[config.mk]
export PLATFORM = sky130hd
export DESIGN_NAME = misc_issue_ctrl
export DESIGN_NICKNAME = d
export VERILOG_FILES = /design/src/rtl/misc_issue_pkg.sv /design/src/rtl/misc_issue_fifo.sv /design/src/rtl/misc_issue_ctrl.sv
export SDC_FILE = /design/constraint.sdc
export NUM_CORES = 1
export LEC_CHECK = 0
export CAP_MARGIN = 10
export CELL_PAD_IN_SITES_DETAIL_PLACEMENT = 1
export CELL_PAD_IN_SITES_GLOBAL_PLACEMENT = 1
export CORE_ASPECT_RATIO = 1.2
export CORE_UTILIZATION = 50
export CTS_BUF_LIST = sky130_fd_sc_hd__clkbuf_8
export DETAILED_ROUTE_END_ITERATION = 8
export PLACE_DENSITY = 0.94
export SYNTH_ARGS = -nofsm -noshare
export SYNTH_HDL_FRONTEND = slang
export SYNTH_HIERARCHICAL = 1
export SYNTH_SLANG_ARGS = --single-unit
[constraint.sdc]
create_clock -name clk -period 5.7 [get_ports clk]
set_input_delay 1.14 -clock clk [delete_from_list [all_inputs] [get_ports clk]]
set_output_delay 1.14 -clock clk [all_outputs]
set_load 0.01 [all_outputs]
[src/rtl/misc_issue_pkg.sv]
// Shared types for the misc-pipe issue controller: FSM state encoding and
// the FIFO entry layout that travels from dispatch to the issue port.
package misc_issue_pkg;

    localparam int MISC_PAYLOAD_W = 128;
    localparam int MISC_ROB_IDX_W = 6;

    typedef enum logic [1:0] {
        RUN       = 2'd0,
        WAIT_HEAD = 2'd1,
        PRIV_BUSY = 2'd2
    } misc_issue_state_e;

    typedef struct packed {
        logic [MISC_PAYLOAD_W-1:0] payload;
        logic                      priv;
        logic [MISC_ROB_IDX_W-1:0] rob_idx;
    } misc_issue_entry_t;

endpackage

[src/rtl/misc_issue_fifo.sv]
// Synchronous FIFO with wrap-bit pointers; head data is presented combinationally.
// Full blocks pushes even when a pop happens in the same cycle.
module misc_issue_fifo #(
    parameter int DEPTH  = 4,
    parameter int DATA_W = 8
) (
    input  logic              clk,
    input  logic              rst_n,
    input  logic              flush_i,
    input  logic              push_i,
    input  logic              pop_i,
    input  logic [DATA_W-1:0] wdata_i,
    output logic [DATA_W-1:0] rdata_o,
    output logic              full_o,
    output logic              empty_o
);

    localparam int AW = $clog2(DEPTH);

    logic [DATA_W-1:0] mem_q [DEPTH];
    logic [AW:0]       wr_ptr_q, wr_ptr_d;
    logic [AW:0]       rd_ptr_q, rd_ptr_d;
    logic              do_push, do_pop;

    assign empty_o = (wr_ptr_q == rd_ptr_q);
    assign full_o  = (wr_ptr_q[AW] != rd_ptr_q[AW]) &&
                     (wr_ptr_q[AW-1:0] == rd_ptr_q[AW-1:0]);
    assign rdata_o = mem_q[rd_ptr_q[AW-1:0]];

    assign do_push = push_i && !full_o && !flush_i;
    assign do_pop  = pop_i && !empty_o && !flush_i;

    always_comb begin
        wr_ptr_d = wr_ptr_q;
        rd_ptr_d = rd_ptr_q;
        if (flush_i) begin
            wr_ptr_d = '0;
            rd_ptr_d = '0;
        end else begin
            if (do_push) wr_ptr_d = wr_ptr_q + 1'b1;
            if (do_pop)  rd_ptr_d = rd_ptr_q + 1'b1;
        end
    end

    always_ff @(posedge clk or negedge rst_n) begin
        if (!rst_n) begin
            wr_ptr_q <= '0;
            rd_ptr_q <= '0;
        end else begin
            wr_ptr_q <= wr_ptr_d;
            rd_ptr_q <= rd_ptr_d;
        end
    end

    // Storage is not reset; validity is tracked entirely by the pointers.
    always_ff @(posedge clk) begin
        if (do_push) mem_q[wr_ptr_q[AW-1:0]] <= wdata_i;
    end

    a_no_push_full: assert property (@(posedge clk) disable iff (!rst_n)
        !(push_i && full_o && pop_i && !flush_i && do_push));
    a_ptr_span: assert property (@(posedge clk) disable iff (!rst_n)
        ((wr_ptr_q - rd_ptr_q) <= (AW+1)'(DEPTH)));

endmodule

[src/rtl/misc_issue_ctrl.sv]
// In-order issue controller for the misc pipe: buffers dispatched ops, serialises
// privileged ops behind ROB-head + drained pipe, and blocks issue until their writeback.
module misc_issue_ctrl
    import misc_issue_pkg::*;
#(
    parameter int DEPTH     = 4,
    parameter int PAYLOAD_W = MISC_PAYLOAD_W,
    parameter int ROB_IDX_W = MISC_ROB_IDX_W,
    parameter int INFL_MAX  = 3
) (
    input  logic                 clk,
    input  logic                 rst_n,
    input  logic                 flush_i,
    input  logic                 disp_valid_i,
    output logic                 disp_ready_o,
    input  logic [PAYLOAD_W-1:0] disp_payload_i,
    input  logic                 disp_priv_i,
    input  logic [ROB_IDX_W-1:0] disp_rob_idx_i,
    input  logic [ROB_IDX_W-1:0] rob_head_idx_i,
    output logic                 iss_valid_o,
    input  logic                 iss_ready_i,
    output logic [PAYLOAD_W-1:0] iss_payload_o,
    output logic                 iss_priv_o,
    output logic [ROB_IDX_W-1:0] iss_rob_idx_o,
    input  logic                 wb_valid_i,
    input  logic                 wb_ready_i,
    input  logic                 wb_priv_i,
    output logic                 busy_o
);

    localparam int              CNT_W      = $clog2(INFL_MAX + 1);
    localparam logic [CNT_W-1:0] INFL_MAX_C = CNT_W'(INFL_MAX);
    localparam int              ENTRY_W    = $bits(misc_issue_entry_t);

    misc_issue_state_e state_q, state_d;
    logic [CNT_W-1:0]  infl_q, infl_d;
    misc_issue_entry_t wr_entry, head;
    logic [ENTRY_W-1:0] fifo_rdata;
    logic              fifo_full, fifo_empty;
    logic              iss_fire, wb_fire;

    assign wr_entry = '{payload: disp_payload_i, priv: disp_priv_i, rob_idx: disp_rob_idx_i};
    assign head     = fifo_rdata;

    misc_issue_fifo #(
        .DEPTH  (DEPTH),
        .DATA_W (ENTRY_W)
    ) u_fifo (
        .clk     (clk),
        .rst_n   (rst_n),
        .flush_i (flush_i),
        .push_i  (disp_valid_i),
        .pop_i   (iss_fire),
        .wdata_i (wr_entry),
        .rdata_o (fifo_rdata),
        .full_o  (fifo_full),
        .empty_o (fifo_empty)
    );

    assign disp_ready_o  = !fifo_full;
    assign iss_payload_o = head.payload;
    assign iss_priv_o    = head.priv;
    assign iss_rob_idx_o = head.rob_idx;

    assign iss_fire = iss_valid_o && iss_ready_i;
    assign wb_fire  = wb_valid_i && wb_ready_i;

    always_comb begin
        state_d     = state_q;
        iss_valid_o = 1'b0;
        case (state_q)
            RUN: begin
                if (!fifo_empty) begin
                    if (head.priv) state_d     = WAIT_HEAD;
                    else           iss_valid_o = (infl_q < INFL_MAX_C);
                end
            end
            WAIT_HEAD: begin
                // Privileged op must be the oldest uncommitted op with an empty pipe.
                iss_valid_o = !fifo_empty && (rob_head_idx_i == head.rob_idx) &&
                              (infl_q == '0);
                if (iss_valid_o && iss_ready_i) state_d = PRIV_BUSY;
            end
            PRIV_BUSY: begin
                if (wb_fire && wb_priv_i) state_d = RUN;
            end
            default: state_d = RUN;
        endcase
        if (flush_i) state_d = RUN;
    end

    always_comb begin
        infl_d = infl_q;
        case ({iss_fire, wb_fire})
            2'b10:   infl_d = infl_q + CNT_W'(1);
            2'b01:   infl_d = infl_q - CNT_W'(1);
            default: infl_d = infl_q;
        endcase
        if (flush_i) infl_d = '0;
    end

    always_ff @(posedge clk or negedge rst_n) begin
        if (!rst_n) begin
            state_q <= RUN;
            infl_q  <= '0;
        end else begin
            state_q <= state_d;
            infl_q  <= infl_d;
        end
    end

    assign busy_o = !fifo_empty || (infl_q != '0) || (state_q != RUN);

    a_infl_ovf: assert property (@(posedge clk) disable iff (!rst_n)
        !(!flush_i && iss_fire && !wb_fire && infl_q == INFL_MAX_C));
    a_infl_unf: assert property (@(posedge clk) disable iff (!rst_n)
        !(!flush_i && wb_fire && !iss_fire && infl_q == '0));

endmodule

* Yosys cells after proc, flatten, opt, wreduce, memory -nomap -nowiden
Memory sizes are Yosys's and may differ from the RTL's.
Index checks and enable logic that the tools add are counted.
** Word-level totals
- Memory bits (read-only) :: 0
- Memories kept :: 1
- Latch bits :: 0
- Output and inout port bits :: 138
- Register bits after elaboration :: 10
- RAM bits :: 540
- Bits of input ports :: 149
** Memories
- u_fifo.mem_q :: words 4, bits a word 135, rd ports 1, clocked after memory_dff 0, wr ports 1, RTL line misc_issue_fifo.sv:20 : logic [DATA_W-1:0] mem_q [DEPTH];
** Operators by class
- Reductions and logical operators :: 24
- Multiplexer cells :: 17
- Equal/unequal tests :: 12
- Add/subtract/negate cells :: 4
- Multipliers :: 0
- Bitwise operators :: 0
- Magnitude comparators :: 1
- Divide/modulo/power cells :: 0
- Shift-type cells :: 0
** Operators with widths (count)
- $mux W2 :: 6
- $mux W3 :: 4
- $ne A3 B3 Y1 const B :: 4
- $logic_and A1 B1 Y1 :: 11
- $reduce_bool A2 Y1 :: 4
- $add A3 B1 Y3 const B :: 2
- $eq A6 B6 Y1 :: 1
- $pmux W2 S3 :: 1
- $eq A2 B1 Y1 const B :: 2
- $eq A2 B2 Y1 const B :: 2
- $logic_not A2 Y1 :: 2
- $mux W1 :: 4
- $pmux W2 S2 :: 1
- $reduce_and A4 Y1 :: 1
- $eq A3 B3 Y1 :: 1
- $logic_not A1 Y1 :: 3
- $reduce_bool A3 Y1 :: 1
- $add A2 B1 Y2 const B :: 1
- $eq A2 B2 Y1 :: 1
- $logic_or A1 B1 Y1 :: 2
- $lt A2 B2 Y1 const B :: 1
- $pmux W1 S2 :: 1
- $sub A2 B1 Y2 const B :: 1
- $ne A1 B1 Y1 :: 1

* Longest topological paths before layout
Gate-level depths: netlist (run 1).
- Depth after elaboration :: 10
- Mapped depth :: 10

* Hierarchy
Netlist (run 1), hierarchy kept.
** Modules (own cells, without submodules)
- misc_issue_fifo :: sequential area each 16365.7 µm², area each 20030.5 µm², times used 1, cells an instance 773
- misc_issue_ctrl :: sequential area each 100.1 µm², area each 412.9 µm², times used 1, cells an instance 50

* Worst setup path after synthesis (run 1)
OpenSTA, ideal clock, no wires.
- Path kind :: in2reg
- Start point :: in disp_valid_i
- End point :: mem u_fifo/mem_q[1][0] in the netlist's numbering, enable pin
- Data required time :: 5188 ps
- Path buffers :: 1
- Arrival time :: 4619 ps
- Cell stages on the path :: 2
- Path slack :: 569 ps
- Library setup time :: 512 ps
- Cell sequence :: clkbuf_1 > and4b_1
** On the way
- Cells in the longest elaborated chain, start to end :: 4
** RTL lines
- start, declared :: RTL line misc_issue_ctrl.sv:14 : input logic disp_valid_i,
- $logic_and A1 B1 Y1 (2 in series) :: RTL line misc_issue_fifo.sv:30 : assign do_push = push_i && !full_o && !flush_i;
- $mux W1 :: RTL line misc_issue_fifo.sv:57 : if (do_push) mem_q[wr_ptr_q[AW-1:0]] <= wdata_i;
- $mux W1 (not written as such) :: RTL line misc_issue_fifo.sv:57
- end, declared :: RTL line misc_issue_fifo.sv:20
No other way between the ends.

* Worst setup path in the final report (run 1)
- Start point :: reg u_fifo.rd_ptr_q[1]
- End point :: out iss_valid_o
** On the way
- Cells in the longest elaborated chain, start to end :: 5
- Elaborated cells between the ends (all ways) :: 9
** RTL lines
- start, declared :: RTL line misc_issue_fifo.sv:22 : logic [AW:0] rd_ptr_q, rd_ptr_d;
- start signal, assigned :: RTL line misc_issue_fifo.sv:51 : rd_ptr_q <= rd_ptr_d;
- $mem_v2 Z4 W135 or $eq A3 B3 Y1 (tied branches)
- $eq A6 B6 Y1 or $logic_not A1 Y1 (tied branches) :: RTL line misc_issue_ctrl.sv:80 : iss_valid_o = !fifo_empty && (rob_head_idx_i == head.rob_idx) &&
- $logic_and A1 B1 Y1 (2 in series) :: RTL line misc_issue_ctrl.sv:80
- $pmux W1 S2 (*) :: RTL line misc_issue_ctrl.sv:71 : case (state_q)
- end, declared :: RTL line misc_issue_ctrl.sv:20 : output logic iss_valid_o,
Every way passes the cells marked *; elsewhere a longest branch is shown, timed or not.

==> out/metrics.yaml, run 1 <==
place:
  portBuffers: 286
  dp.cells: 1619
  gp_congestion: 0.8360
  place_hpwl_um: 29390
timing:
  hold_viol_final: 0
  post-route-period-util_pct: 82.00
  worst_clock_skew_ns: 0.02917
  slew_headroom_pct: 29.36
  fmax_mhz: 213.9
  finalMaxSlewViolations: 0
  worstMarginPinSlew_ns: 1.060
  fin_setup_tns_ns: 0
  finalSetupViolCount: 0
  fin_crit_ns: 4.674
  rsz0062_at_grt: "no"
  whs_ns: 0.5839
clock_network:
  cts_setup_buffers: 0
  insertion_delay_ns: 0.64
  cts_buffers: 85
  tritoncts: "yes"
  clock-sinks: 550
  root_buffer: "clkbuf_8"
  htreeDepth: 3
  postCtsResizedCells: 0
  clk_pin_slew_ns: 0.06
  hold_buffers: 0
  clockBufferDepth: 3
route:
  wl_um: 46010
  ant_nets: 0
  drt_pre_antenna_iters: 4
  dr_total_vias: 9836
  vias_per_cell: 5.554
  drtIter0Drc: 581
  wl_per_cell_um: 25.98
  drc: 0
floorplanning:
  core_um2: 40040
  fp.dieW_um: 186.6
  die_area_um2: 41700
  dieHeight_um: 223.5
  io_pins: 287
  fp-row-count: 80
  start_util_pct: 51.06
grt:
  overflow: 0
  grt_pass1_wl_um: 68720
  grt_max_degree: 72
  groute.usage.overall_pct: 22.57
  antenna_found_initial: 5
  grt_pass1_vias: 11141
min_path:
  hold_path_class: "reg2reg"
layout:
  final_cell_mix: "540 x edfxtp_1, 286 x clkdlybuf4s50_1, 135 x mux4_2, 86 x clkbuf_8, 30 x inv_1"
  layout_commonest_cell: "edfxtp_1"
  synthToLayoutAreaGrowth_pct: 24.72
  fin_cells: 1771
  fill_cells: 3283
  layout.nets: 1327
  postLayoutCoreUtil_pct: 63.68
  drive_above_1_share_pct: 21.94
synth:
  ys.flop_type: "edfxtp_1"
  ys_seq_area_share_pct: 80.54
  synth_compound_area_share_pct: 0.7773
  yosysUniqueCellTypes: 49
  syn_inst: 823
  avgSynthCellArea_um2: 24.84
  synth_fa_ha_area_share_pct: 0.3060
  synthMuxAreaShare_pct: 14.92
  synthArstFlopShare_pct: 1.818
  synth_area_um2: 20440
  yosys_warnings: 6
  synth_edf_count: 540
  synth-xor-area-share_pct: 0.6671
  synth-simple-area-share_pct: 1.640
  synth_top_family_by_area: "multiplexers"
  synth.net_count: 977
  ys_seq_elements: 550
status:
  status: "finished clean"
run:
  maxCapViolCount: 0
power_and_ir_drop:
  p_per_area_nw_per_um2: 372.0
  leakagePower_nw: 8.049
  vdd_ir_drop_max_v: 0.0002389
critical_path:
  cp_cell_sequence: "buf_4 -> mux4_2 -> nor4_2 -> nand2_1 -> o31ai_1 -> clkdlybuf4s50_1"
  r2r_setup_slack_ns: 2.01
  critical_path_peak_fanout: 65
  cp.arrival_ns: 3.53
  cp.required_ns: 4.56
  critical_path_class: "reg2out"
  endpoint_kind: "primary output"
  slowest_delay_ns: 0.74
  start_kind: "register"
  cp_slowest_cell: "buf_4"
==> critical path, delay by kind of cell (launching register included) <==
kind / cells / cell delay, ns
flip-flops: 1 / 0.51
buffers and inverters: 2 / 1.32
AND/OR/NAND/NOR: 2 / 0.51
AO/OA/AOI/OAI: 1 / 0.10
multiplexers: 1 / 0.47
==> through the flow <==
| step | instance area [um^2] | total power [W] | worst slack (ns) |
|---|---|---|---|
| after floorplan | 20440 | 0.005775 | 0.5685 |
| after global placement | 23980 | 0.006551 | 1.764 |
| after detailed placement | 23980 | 0.006622 | 1.656 |
| after CTS | 25490 | 0.009622 | 0.9189 |
| after global routing | 25500 | 0.009842 | 0.8691 |
| final | 25500 | 0.009486 | 1.026 |
==> power breakdown <==
| group | total [W] | switching (W) | internal, W |
|---|---|---|---|
| combinational | 0.00181 | 0.000801 | 0.00101 |
| clock | 0.00297 | 0.00148 | 0.00150 |
| sequential | 0.00470 | 0.0000889 | 0.00461 |
| total | 0.00949 | 0.00237 | 0.00712 |
==> cells by family (layout without fill, tap and decap cells) <==
family                   after synthesis  in the layout
adder cells (fa/ha/maj)                5              5
XOR/XNOR                              13             13
AO/OA/AOI/OAI                         22             22
multiplexers                         136            136
flip-flops                           550            550
AND/OR/NAND/NOR                       53             53
buffers and inverters                 44            456
other                                  0              3
==> area by class of cell <==
type                    instances  area (um^2)  share of cell area [%]
repair buffers                299         3048                   11.95
flip-flops and latches        550        16470                   64.61
multi-input cells             229         3759                   14.74
well taps                     533        666.9                   2.616
diodes                          3        7.507                 0.02944
inverters                       8        30.03                  0.1178
clock buffers                  86         1184                   4.642
clock inverters                63        329.1                   1.291
==> registers in the layout (all words and copies together) (netlist names) <==
register and count:
state_q 2, u_fifo/wr_ptr_q 3, u_fifo/rd_ptr_q 3, u_fifo/mem_q 540, infl_q 2
==> synthesized netlist by cell type (all sizes together), types with 2 or more instances <==
cell type,count,area share [%]
nor3,4,0.12
nand4,6,0.21
edfxtp,540,79
nand2,8,0.15
clkbuf,5,0.092
nor2b,3,0.092
nor2,4,0.073
a21oi,3,0.073
mux4,135,15
a211oi,2,0.073
nand3,8,0.20
buf,31,0.91
o211ai,2,0.073
dfrtp,10,1.2
nor4,3,0.12
xnor2,9,0.42
and4b,4,0.20
inv,8,0.15
o21ai,3,0.073
or4,2,0.073
nor3b,2,0.073
o31ai,3,0.11
nand2b,2,0.061
xor2,4,0.24
ha,5,0.31
a22oi,2,0.073
==> final timing paths <==
kind | from | endpoint | cells past startpoint
min in group asynchronous | rst_n | state_q[0] | 1
setup reg to reg | u_fifo/rd_ptr_q[1] | u_fifo/mem_q[1][95] | 5
max in group asynchronous | rst_n | u_fifo/rd_ptr_q[0] | 1
hold reg to reg | state_q[1] | state_q[0] | 1
hold / removal | state_q[1] | state_q[0] | 1
setup / recovery | u_fifo/rd_ptr_q[1] | iss_valid_o | 6
==> routing by layer <==
layer	share of wire (%)	GRT usage, %
met2	56	40.64
met1	36	25.61
met5	0.054	0
met3	5.7	5.521
met4	2.4	9.625
Power figures use the tool's default switching activity.
==> run 2, diff against run 1 <==
==> constraint.sdc (replaced) <==
create_clock -name clk -period 4.4 [get_ports clk]
set_input_delay 0.88 -clock clk [delete_from_list [all_inputs] [get_ports clk]]
set_output_delay 0.88 -clock clk [all_outputs]
set_load 0.01 [all_outputs]
==> out/metrics.yaml, run 2 (synthesis results as in run 1) <==
floorplanning:
  die_area_um2: 41700
  core_um2: 40040
  start_util_pct: 51.06
  fp.dieW_um: 186.6
  fp-row-count: 80
  io_pins: 287
  dieHeight_um: 223.5
power_and_ir_drop:
  p_per_area_nw_per_um2: 479.1
  seqPwrFrac_pct: 49.6
  p_switching_w: 0.003053
  vdd_ir_drop_max_v: 0.0003640
  power.clock.fraction_pct: 30.7
  power.share.combinational_pct: 19.6
  swShare_pct: 24.95
  intPower_w: 0.009185
  leakagePower_nw: 8.064
timing:
  worst_clock_skew_ns: 0.02345
  fmax_mhz: 243.4
  fin_crit_ns: 4.109
  finalSetupViolCount: 0
  post-route-period-util_pct: 93.39
  hold_viol_final: 0
  fin_setup_tns_ns: 0
  whs_ns: 0.6097
  finalMaxSlewViolations: 0
  worstMarginPinSlew_ns: 0.8708
  rsz0062_at_grt: "no"
  final.setup.worst_slack_ns: 0.2910
  slew_headroom_pct: 41.95
grt:
  grt_pass1_wl_um: 69920
  antenna_found_initial: 3
  groute.usage.overall_pct: 22.95
  overflow: 0
  grt_pass1_vias: 11102
  grt_max_degree: 81
clock_network:
  cts_buffers: 85
  clock-sinks: 550
  cts_setup_buffers: 0
  hold_buffers: 0
  postCtsResizedCells: 0
  insertion_delay_ns: 0.65
  tritoncts: "yes"
  root_buffer: "clkbuf_8"
  clockBufferDepth: 3
  htreeDepth: 3
  clk_pin_slew_ns: 0.06
critical_path:
  cp.required_ns: 3.52
  start_kind: "register"
  critical_path_peak_fanout: 13
  cp.arrival_ns: 3.23
  critical_path_class: "reg2out"
  endpoint_kind: "primary output"
layout:
  drive_above_1_share_pct: 21.71
  largest_reg_flops: 540
  synthToLayoutAreaGrowth_pct: 24.95
  design_area_um2: 25540
  fill_cells: 3246
  postLayoutCoreUtil_pct: 63.80
  layout.nets: 1333
  final_cell_mix: "540 x edfxtp_1, 286 x clkdlybuf4s50_1, 135 x mux4_2, 90 x clkbuf_8"
  layout_commonest_cell: "edfxtp_1"
place:
  place_hpwl_um: 30080
  place_area_um2: 24040
  gp_congestion: 0.7924
  dpl_worst_slack_ns: 0.7767
  portBuffers: 286
route:
  ant_nets: 0
  wl_um: 46850
  dr_total_vias: 9892
  drt_pre_antenna_iters: 4
  wl_per_cell_um: 26.43
  drtIter0Drc: 461
  vias_per_cell: 5.579
  drc: 0
status:
  status: "finished clean"
run:
  maxCapViolCount: 0
min_path:
  hold_path_class: "reg2reg"
-- run 2: cell count changes in the layout (fill, tap and decap cells not counted), sizes merged --
cell      previous run  this run
bufinv               2         0
clkbuf              86        90
clkinvlp             5         3
buf                 13        19
diode                3         1
inv                 31        29
-- run 2: area by class of cell --
class,instances,area (um^2),area share [%]
sequential,550,16470,64.49
multi-input combinational,229,3759,14.71
timing repair buffer,305,3138,12.28
clock buffer,90,1239,4.849
tap,533,666.9,2.611
clock inverter,57,236.5,0.9257
inverter,8,30.03,0.1176
antenna,1,2.502,0.009796
-- run 2: power groups by stage --
stage          logic (W)  registers (W)  clock network [W]
6_report         0.00240        0.00608            0.00376
5_1_grt          0.00254        0.00609            0.00406
4_1_cts          0.00241        0.00610            0.00390
3_5_place_dp     0.00238        0.00621                  0
3_3_place_gp     0.00231        0.00618                  0
2_1_floorplan    0.00134        0.00613                  0
-- run 2: per-layer routing --
layer	vias to the layer above	track usage, %	part of all wire (%)
li1	4273	-	-
met1	5202	26.62	37
met2	339	40.72	55
met3	74	6.135	5.9
met4	4	8.858	2.3
met5	-	0	0.066
-- run 2: metrics by stage --
stage | cells | total power (W)
after floorplan | 823 | 0.007467
after global placement | 1624 | 0.008489
after detailed placement | 1624 | 0.008589
after CTS | 1771 | 0.01240
after global routing | 1773 | 0.01270
final | 1773 | 0.01224
-- run 2: worst max-delay path: stages, from the launching register on --
cell	delay, ns
dfrtp_4	0.61
mux4_2	0.59
xnor2_1	0.25
nand4_2	0.21
o31ai_1	0.32
clkdlybuf4s50_1	0.60
-- run 2: worst paths after layout --
| check | start | end | slack, ns | depth (start not counted) |
|---|---|---|---|---|
| max in group asynchronous | rst_n | u_fifo/rd_ptr_q[0] | 3.25 | 1 |
| max | u_fifo/rd_ptr_q[0] | iss_valid_o | 0.29 | 5 |
| min in group asynchronous | rst_n | state_q[0] | 0.65 | 1 |
| min | state_q[1] | state_q[0] | 0.61 | 1 |
| max reg2reg | u_fifo/rd_ptr_q[0] | u_fifo/mem_q[2][104] | 1.40 | 5 |
| min reg2reg | state_q[1] | state_q[0] | 0.61 | 1 |
